`src/rtl/id_ex_stage.sv`:
```
// rtl/id_ex_stage.sv - ID/EX pipeline register with load-use hazard detection
// A bubble is an all-zero bundle, so forwarding never matches it.
module id_ex_stage #(
  parameter int DATA_W = 32,
  parameter int REG_W  = 5,
  parameter int CNT_W  = 16
) (
  input  logic              clk,
  input  logic              rst_n,
  input  logic              hold,
  input  logic              flush,
  input  logic              regWriteID,
  input  logic              memReadID,
  input  logic              memWriteID,
  input  logic              memToRegID,
  input  logic              aluSrcID,
  input  logic              regDstID,
  input  logic [3:0]        aluOpID,
  input  logic [DATA_W-1:0] readData1ID,
  input  logic [DATA_W-1:0] readData2ID,
  input  logic [DATA_W-1:0] immID,
  input  logic [REG_W-1:0]  registerRsID,
  input  logic [REG_W-1:0]  registerRtID,
  input  logic [REG_W-1:0]  registerRdID,
  input  logic              validID,
  output logic              regWriteEX,
  output logic              memReadEX,
  output logic              memWriteEX,
  output logic              memToRegEX,
  output logic              aluSrcEX,
  output logic              regDstEX,
  output logic              validEX,
  output logic [3:0]        aluOpEX,
  output logic [DATA_W-1:0] readData1EX,
  output logic [DATA_W-1:0] readData2EX,
  output logic [DATA_W-1:0] immEX,
  output logic [REG_W-1:0]  registerRsEX,
  output logic [REG_W-1:0]  registerRtEX,
  output logic [REG_W-1:0]  registerRdEX,
  output logic [REG_W-1:0]  writeRegEX,
  output logic              stall,
  output logic [CNT_W-1:0]  bubbleCount
);

  typedef struct packed {
    logic              reg_write;
    logic              mem_read;
    logic              mem_write;
    logic              mem_to_reg;
    logic              alu_src;
    logic              reg_dst;
    logic              valid;
    logic [3:0]        alu_op;
    logic [DATA_W-1:0] rd1;
    logic [DATA_W-1:0] rd2;
    logic [DATA_W-1:0] imm;
    logic [REG_W-1:0]  rs;
    logic [REG_W-1:0]  rt;
    logic [REG_W-1:0]  rd;
  } ex_bundle_t;

  ex_bundle_t       r_ex;
  ex_bundle_t       w_id;
  logic [CNT_W-1:0] r_bubble_count;
  logic             w_stall;
  logic             w_rt_match;

  assign w_id = '{reg_write: regWriteID, mem_read: memReadID, mem_write: memWriteID,
                  mem_to_reg: memToRegID, alu_src: aluSrcID, reg_dst: regDstID,
                  valid: validID, alu_op: aluOpID, rd1: readData1ID, rd2: readData2ID,
                  imm: immID, rs: registerRsID, rt: registerRtID, rd: registerRdID};

  assign w_rt_match = (r_ex.rt == registerRsID) || (r_ex.rt == registerRtID);
  assign w_stall    = !hold && r_ex.mem_read && r_ex.valid && (r_ex.rt != '0) &&
                      validID && w_rt_match;

  always_ff @(posedge clk or negedge rst_n) begin
    if (!rst_n) begin
      r_ex           <= '0;
      r_bubble_count <= '0;
    end else if (!hold) begin
      if (flush || w_stall) begin
        r_ex <= '0;
        // flush wins over stall, so only hazard-only bubbles are counted
        if (!flush && (r_bubble_count != '1))
          r_bubble_count <= r_bubble_count + 1'b1;
      end else begin
        r_ex <= w_id;
      end
    end
  end

  assign regWriteEX   = r_ex.reg_write;
  assign memReadEX    = r_ex.mem_read;
  assign memWriteEX   = r_ex.mem_write;
  assign memToRegEX   = r_ex.mem_to_reg;
  assign aluSrcEX     = r_ex.alu_src;
  assign regDstEX     = r_ex.reg_dst;
  assign validEX      = r_ex.valid;
  assign aluOpEX      = r_ex.alu_op;
  assign readData1EX  = r_ex.rd1;
  assign readData2EX  = r_ex.rd2;
  assign immEX        = r_ex.imm;
  assign registerRsEX = r_ex.rs;
  assign registerRtEX = r_ex.rt;
  assign registerRdEX = r_ex.rd;
  assign writeRegEX   = r_ex.reg_dst ? r_ex.rd : r_ex.rt;
  assign stall        = w_stall;
  assign bubbleCount  = r_bubble_count;

endmodule
```
`config.mk`:
```
export PLATFORM = sky130hd
export DESIGN_NAME = id_ex_stage
export DESIGN_NICKNAME = d
export VERILOG_FILES = /design/src/rtl/id_ex_stage.sv
export SDC_FILE = /design/constraint.sdc
export NUM_CORES = 1
export LEC_CHECK = 0
export CAP_MARGIN = 5
export CORE_MARGIN = 2
export CORE_UTILIZATION = 40
export CTS_CLUSTER_SIZE = 25
export DETAILED_ROUTE_END_ITERATION = 10
export PLACE_DENSITY = 0.79
export RECOVER_POWER = 25
export SYNTH_ARGS = -nofsm -noshare
export SYNTH_HDL_FRONTEND = slang
export SYNTH_SLANG_ARGS = --single-unit
```
`constraint.sdc`:
```
create_clock -name clk -period 2.4 [get_ports clk]
set_input_delay 0.48 -clock clk [delete_from_list [all_inputs] [get_ports clk]]
set_output_delay 0.48 -clock clk [all_outputs]
set_load 0.1 [all_outputs]
```
; Yosys cells after proc, flatten, opt, wreduce, memory -nomap -nowiden
; Cells that the tools add are included.
[classes]
addsub = 1
n_eq_ne = 3
mux = 2
bitwise_logic = 1
n_reduce_logical = 12
[op_table]
columns = op, n
row1 = 2-to-1 mux 122 bit, 1
row2 = "adder 16 x 1 -> 16 bit, second input constant", 1
row3 = "inequality test 16 bit, second input constant", 1
row4 = equality test 5 bit, 2
row5 = logical AND 1 bit, 6
row6 = 2-to-1 mux 5 bit, 1
row7 = nonzero test 5 bit, 1
row8 = AND reduction 3 bit, 1
row9 = logical NOT 1 bit, 2
row10 = logical OR 1 bit, 2
row11 = NOT 1 bit, 1
[totals]
reg_bits = 138
out_inout_bits = 144
elab_cells = 34

; Longest topological paths before layout
; Gate-level depths: netlist (run 1).
[logic_depth]
depth_word = 8
mapped_depth = 8
mapped_depth_nobuf = 6

; Worst setup path after synthesis (run 1)
; OpenSTA, ideal clock, no wires.
[synth_path]
kind = register to register
start = register r_ex, in the netlist registerRtEX[1]
end = register r_bubble_count[8] (netlist: bubbleCount[8])
setup_time_ps = 160
t_arrival_ps = 2751
required_ps = 2240
setup_slack_ps = -511
stages_incl_launch_ff = 8
synth_period_minus_slack_ps = 2911
cell_sequence = dfrtp_1 xor2_1 nor3_1 nand3_1 a221oi_4 buf_2 nand4_1 xnor2_1
[synth_between]
elab_chain_len = 6
word_cells_on_any_way = 9
classes_between = eq/ne: 2 / reduce/logical: 7
[synth_rtl]
columns = item, line_no
row1 = from (decl), 62  ; ex_bundle_t r_ex;
row2 = from (signal assigned), 88  ; r_ex <= w_id;
row3 = nonzero test 5 bit, 74  ; assign w_stall = !hold && r_ex.mem_read && r_ex.valid && (r_ex.rt != '0) &&
row4 = logical AND 1 bit (2 in series), 74
row5 = logical AND 1 bit (*), 75  ; validID && w_rt_match;
row6 = via stall, 41  ; output logic stall,
row7 = logical OR 1 bit (*), 82  ; if (flush || w_stall) begin
row8 = AND reduction 3 bit (no source line) (*), --
row9 = to (signal assigned), 86  ; r_bubble_count <= r_bubble_count + 1'b1;
row10 = to (decl), 64  ; logic [CNT_W-1:0] r_bubble_count;
; Mark *: on every way through the listed nets, which the timed path passes. The rest lies on a longest branch.
; A chain may end at the register's enable or synchronous reset.

; Worst setup path in the final report (run 1)
[layout_path]
start = register r_ex, in the netlist registerRtEX[4]
end = output port stall
[layout_between]
elab_chain_len = 4
word_cells_on_any_way = 7
classes_between = eq/ne: 2 / reduce/logical: 5
[layout_rtl]
columns = item, line_no
row1 = nonzero test 5 bit, 74
row2 = logical AND 1 bit (2 in series), 74
row3 = logical AND 1 bit (*), 75
row4 = to (decl), 41
; Mark *: on every way between the ends. The rest lies on a longest branch, timed or not.

==> metrics.md, run 1 <==
| Metric | Value |
|---|---|
| Most frequent cell on the critical path | buf_12 |
| Vias in the first global route | 4400 |
| YS warnings | 0 |
| Crit-path cells | xor2_1, nor3_2, nand3_2, a221oi_4, buf_12, buf_12 |
| Status | complete, but fails checks |
| Max rail drop VDD | 423.7 uV |
| Cell family with most CP delay | flip-flops |
| Syn Nets | approximately 500 |
| Clock slew at reported path FFs | 60 ps |
| Hold Fails Final Rpt | 0 |
| Pleak | 4.162 nW |
| Final min period | 2512 ps |
| Drt wl/cell | 18.00 um |
| Post-DR vias/cell | 5.135 |
| Final nets | 777 |
| Syn avg cell area | 14.08 um2 |
| Core Util, Final | approximately two thirds |
| Htree depth | 4 |
| GPL Wtd Cong | 0.7885 |
| Failing checks | setup timing |
| Fin crit share | 104.7% |
| Setup ws final | -112.1 ps |
| Max_slew headroom | 20.95% |
| Worst-path maximum fanout | 2 |
| Initial Util | ~40% |
| Max frequency | 398.1 MHz |
| Dpl ws | -355.7 ps |
| DRC | 0 |
| Ports | 270 |
| Critical path startpoint category | register |
| Die footprint | 14030 um2 |
| Num CTS Buffers | 17 |
| Clock latency on the worst-skew pair | 410 ps |
| Hold WC Path Type | in -> reg |
| Final ANT Viol Nets | 0 |
| Final Max Slew Viols | 0 |
| CP Buf/Inv Count | 2 |
| Synth cell types | 23 |
| DP Wirelength | around 11000 um |
| Die Wd | 118.4 um |
| Cells after Synth | around 370 |
| Proportion of layout cells with a drive suffix above 1 | about 32% |
| ANT cells | 0 |
| Critical path required time | 1920 ps |
| First-pass GRT wire length | 23760 um |
| CTS tree | built |
| Vias | 4288 |
| Largest net degree at the start of global routing | 77 |
| Crit path DAT | 2030 ps |
| Netlist Area Pre-Place | ~5200 um2 |
| Clock sink total | about 140 |
| Setup Skew | between 5 and 6 ps |
| CP Capture Type | output pin |
| Slew @ Worst Pin | 1186 ps |
| Power Dens Cells | 858.8 nW/um2 |
| GRT Overall Usage | between 20% and 30% |
| Final setup violation count | 1 |
| Die H | 118.4 um |
| Initial DRC count | 209 |
| Max Cap Viol | 0 |
| WL final | 15030 um |
| Yosys reg bits | 138 |
| Core area | 12720 um2 |
| Root Buffer | clkbuf_16 |
| Syn-to-layout area delta | 63.48% |
| Fillers | 960 |
| Register area share after synthesis | 65.92% |
| Clock Path Buffers | 2 |
| Slowest stage delay, CP | 420 ps |
| Initial antenna violation count | 0 |
| Gr ovfl total | 0 |
| Slowest-stage cell, CP | dfrtp_2 |
| First-pass DRT Iterations | 4 |
| RSZ-0062 raised after global routing | true |
| Port buffer count | 269 |
| Setup Crit Path Kind | reg -> out |
| Row count | 41 |
-- cell families (layout without fill, tap and decap cells) --
| kind of cell | count (synthesis) | in the layout | synth area share, % |
|---|---|---|---|
| XOR/XNOR | 25 | 25 | 4.180 |
| AO/OA/AOI/OAI | 123 | 123 | 20.90 |
| adder cells (fa/ha/maj) | 1 | 1 | 0.2388 |
| buffers and inverters | 32 | 323 | 2.579 |
| AND/OR/NAND/NOR | 47 | 47 | 4.896 |
| flip-flops | 138 | 138 | 65.92 |
| multiplexers | 6 | 6 | 1.290 |
-- timing repair --
action / CTS / global route
hold buffers: 1 / 0
endpoints found under the hold margin: 1 / 0
resized for setup: 5 / 2
pin swaps: 4 / 1
endpoints found under the setup margin: 1 / 1
buffers inserted: 5 / 0
-- Yosys cell counts --
cell type	n	share of area, %
dfrtp_1	138	66
a22o_1	122	20
clkbuf_1	20	1.4
xnor2_1	18	3.0
nand3_1	10	0.96
buf_2	9	0.86
nand4_1	9	1.1
xor2_1	7	1.2
mux2_2	6	1.3
and3_1	5	0.60
nand2_1	5	0.36
nor2_1	5	0.36
and2_1	4	0.48
nor3_1	4	0.38
inv_1	2	0.14
a221oi_4	1	0.50
and4_1	1	0.17
buf_4	1	0.14
ha_1	1	0.24
nand4b_1	1	0.17
nor2_2	1	0.12
nor4_1	1	0.12
or2_2	1	0.12
-- final timing paths --
path / cells after the start / to / slack, ps / from
setup / recovery: 6 / stall / -110 / registerRtEX[4]
hold / removal: 2 / registerRtEX[1] / 360 / registerRtID[1]
setup reg to reg: 9 / readData1EX[12] / 180 / registerRtEX[4]
hold reg to reg: 1 / aluSrcEX / 510 / aluSrcEX
max in group asynchronous: 3 / readData2EX[31] / 380 / rst_n
min in group asynchronous: 2 / readData1EX[20] / 870 / rst_n
-- routing by layer --
layer	global-route usage, %	vias up	part of all wire (%)
met5	0	-	0
met4	7.738	0	1.7
met3	7.432	20	7.9
met2	36.78	189	50
met1	25.33	2115	40
li1	-	1964	-
-- worst reg2reg max path: stages (launching register included) --
cell	delay (ps)
dfrtp_2	420
xor2_1	180
nor3_2	240
nand3_2	130
a221oi_4	340
buf_12	150
buf_4	160
nor2_4	80
buf_4	200
a22o_1	200
-- flip-flops by register name (all words and copies together) (netlist names) --
| register | cells |
|---|---|
| immEX | 32 |
| memWriteEX | 1 |
| registerRtEX | 5 |
| aluSrcEX | 1 |
| readData1EX | 32 |
| registerRdEX | 5 |
| regDstEX | 1 |
| regWriteEX | 1 |
| validEX | 1 |
| memToRegEX | 1 |
| aluOpEX | 4 |
| readData2EX | 32 |
| memReadEX | 1 |
| registerRsEX | 5 |
| bubbleCount | 16 |
-- metrics by stage --
stage	hold WS, ps	cell area [um2]	instances	power [mW]	TNS, ps
2_1_floorplan	184.4	5251	372	4.099	0
3_3_place_gp	439.9	7911	797	4.758	-32180
3_5_place_dp	441.3	7911	797	4.777	-35780
4_1_cts	454.1	8573	835	7.421	-129.1
5_1_grt	363.8	8564	835	7.602	-212.7
6_report	364.8	8564	835	7.355	-112.1
-- area by class of cell --
cell class                 instances  area [um2]  share of cell area (%)
clock buffer                      22       494.2                   5.771
clock inverter                    10       113.9                   1.329
inverter                           2       7.507                 0.08766
multi-input combinational        202        1665                   19.44
sequential                       138        3460                   40.39
tap                              172       215.2                   2.513
timing repair buffer             289        2609                   30.46
-- power by group --
part	internal [mW]	total (mW)	switching, mW
combinational	0.579	2.14	1.56
clock	1.66	2.62	0.953
sequential	2.49	2.60	0.110
total	4.73	7.36	2.62
-- layout by cell type (no fill, tap or decap), types with 6 or more instances in the layout --
cell type          n
xor2_1             7
mux2_2             6
a22o_1           122
buf_12            10
nand4_1            9
xnor2_1           18
nand3_1            9
clkbuf_16         17
dfrtp_1          133
buf_4            152
clkdlybuf4s50_1  119
Note: power is estimated with default switching activity, not from simulation.
==> run 2, diff against run 1 <==
--- a/config.mk
+++ b/config.mk
@@ -6,7 +6,7 @@
 export NUM_CORES = 1
 export LEC_CHECK = 0
 export CAP_MARGIN = 5
-export CORE_MARGIN = 2
+export CORE_MARGIN = 8
 export CORE_UTILIZATION = 40
 export CTS_CLUSTER_SIZE = 25
 export DETAILED_ROUTE_END_ITERATION = 10
==> metrics.md, run 2 (same netlist as run 1, synthesis figures left out) <==
| Metric | Value |
|---|---|
| Crit path DAT | 2000 ps |
| Final Max Slew Viols | 0 |
| Htree depth | 4 |
| Final setup violation count | 1 |
| Crit path launch | registerRtEX[4] |
| Clock Path Buffers | 2 |
| Ports | 270 |
| Syn-to-layout area delta | 64.34% |
| R2R Path Start | registerRtEX[4] |
| Commonest non-fill, non-tap cell in the layout | buf_4 |
| Max frequency | 403.0 MHz |
| Max_slew headroom | 6.400% |
| Gr ovfl total | 0 |
| Num CTS Buffers | 17 |
| Initial antenna violation count | 0 |
| Clock slew at reported path FFs | 60 ps |
| Cell depth of the worst flop-to-flop path | 9 |
| Largest net degree at the start of global routing | 80 |
| Most frequent cells in the layout | buf_4, dfrtp_1, a22o_1 |
| Slowest stage delay, CP | 440 ps |
| Worst-path maximum fanout | 4 |
| Slew @ Worst Pin | ~1400 ps |
| Cells after DPL | around 800 |
| Power Total | 7.465 mW |
| Final nets | 782 |
| Non-filler instance count after layout | 843 |
| Initial Util | approximately two fifths |
| Failing checks | setup timing |
| Port buffer count | roughly 270 |
| First-pass DRT Iterations | 6 |
| Crit-path cells | xor2_1, nor3_2, nand3_2, a221oi_4, buf_12, buf_12 |
| Dpl ws | -249.6 ps |
| Dpl cell area | 7926 um2 |
| Setup crit end | stall |
| Worst R2R Setup Slack | 190 ps |
| Core area | around 13000 um2 |
| Critical R2R Capture | immEX[25] |
| ANT cells | 0 |
| Proportion of layout cells with a drive suffix above 1 | 32.53% |
| Die Wd | 130.4 um |
| Status | complete, but fails checks |
| Max Cap Viol | 0 |
| Critical path startpoint category | register |
| Setup Skew | 9.772 ps |
| Post-DR vias/cell | 5.096 |
| Final ANT Viol Nets | 0 |
| Root Buffer | clkbuf_16 |
| RSZ-0062 raised after global routing | true |
| Max rail drop VDD | 502.8 uV |
| Pleak | roughly 4.2 nW |
| Slowest-stage cell, CP | dfrtp_2 |
| GRT Overall Usage | 19.49% |
| Most frequent cell on the critical path | buf_12 |
| WL final | around 17000 um |
| DRC | 0 |
| Setup Crit Path Kind | reg -> out |
| Hold WC Path Type | in -> async |
| Die H | 130.4 um |
| CP Capture Type | output pin |
| Drt wl/cell | 19.75 um |
| DP Wirelength | 12310 um |
| Die footprint | 17010 um2 |
| Critical path required time | approximately 1900 ps |
| Fin crit share | 103.4% |
| CTS tree | built |
| Power Dens Cells | 867.1 nW/um2 |
| First-pass GRT wire length | 25320 um |
| Initial DRC count | 203 |
| Clock sink total | 138 |
| Clock latency on the worst-skew pair | 410 ps |
| Core Util, Final | 66.06% |
| Final std cell area, no fill | 8610 um2 |
| Vias in the first global route | 4746 |
| Row count | 42 |
| GPL Wtd Cong | 0.8382 |
| Final min period | 2481 ps |
| Hold-fix buffers, CTS | 0 |
| Hold Fails Final Rpt | 0 |
| Setup ws final | -81.40 ps |
| Vias | 4296 |
==> run 2: critical path: cells and delay by family, from the launching register on <==
| family | cells | cell delay (ps) |
|---|---|---|
| compound gates | 1 | 330 |
| buf+inv | 2 | 310 |
| flops | 1 | 440 |
| xor+xnor | 1 | 160 |
| simple gates | 2 | 330 |
==> run 2: area by class of cell <==
type	count	area (um2)
Clock buffer	20	446.7
Clock inverter	11	170.2
Fill cell	930	4423
Inverter	2	7.507
Multi-Input combinational cell	202	1690
Sequential cell	138	3460
Tap cell	176	220.2
Timing Repair Buffer	294	2615
==> run 2: per-layer routing <==
| metal | global-route usage (%) | part of all wire, % | vias up |
|---|---|---|---|
| met3 | 6.737 | 8.7 | 30 |
| met1 | 22.59 | 39 | 2106 |
| met5 | 0 | 0 | - |
| li1 | - | - | 1970 |
| met4 | 8.913 | 2.7 | 0 |
| met2 | 32.11 | 50 | 190 |
==> run 2: how the worst min path moves through the flow <==
stage | from | to | cells past startpoint
2_1_floorplan | rst_n | aluOpEX[0] | 0
3_3_place_gp | rst_n | readData2EX[5] | 1
3_5_place_dp | rst_n | aluOpEX[2] | 1
4_1_cts | rst_n | aluOpEX[2] | 1
5_1_grt | registerRtID[4] | registerRtEX[4] | 2
6_report | rst_n | readData2EX[5] | 1
==> run 2: what timing repair did <==
action / in CTS / in global routing
endpoints found under the setup margin: 1 / 2
resized for setup: 3 / 8
pin swaps: 7 / 6
buffers inserted: 6 / 2
==> run 2: power breakdown <==
group / switching, mW / leakage [nW] / internal (mW)
Combinational: 1.58 / 2.09 / 0.581
Sequential: 0.112 / 1.81 / 2.49
Clock: 0.947 / 0.292 / 1.76
==> run 2: through the flow <==
stage	hold slack, ps	setup TNS [ps]
2_1_floorplan	184.4	0
3_3_place_gp	472.6	-18260
3_5_place_dp	479.2	-22190
4_1_cts	23.59	-181.9
5_1_grt	390.4	-202.8
6_report	386.4	-81.40
==> run 3, diff against run 2 <==
--- a/config.mk
+++ b/config.mk
@@ -5,7 +5,6 @@
 export SDC_FILE = /design/constraint.sdc
 export NUM_CORES = 1
 export LEC_CHECK = 0
-export CAP_MARGIN = 5
 export CORE_MARGIN = 8
 export CORE_UTILIZATION = 40
 export CTS_CLUSTER_SIZE = 25
==> results of run 3 <==
Final layout, timing and power as in run 2 (identical DEF).
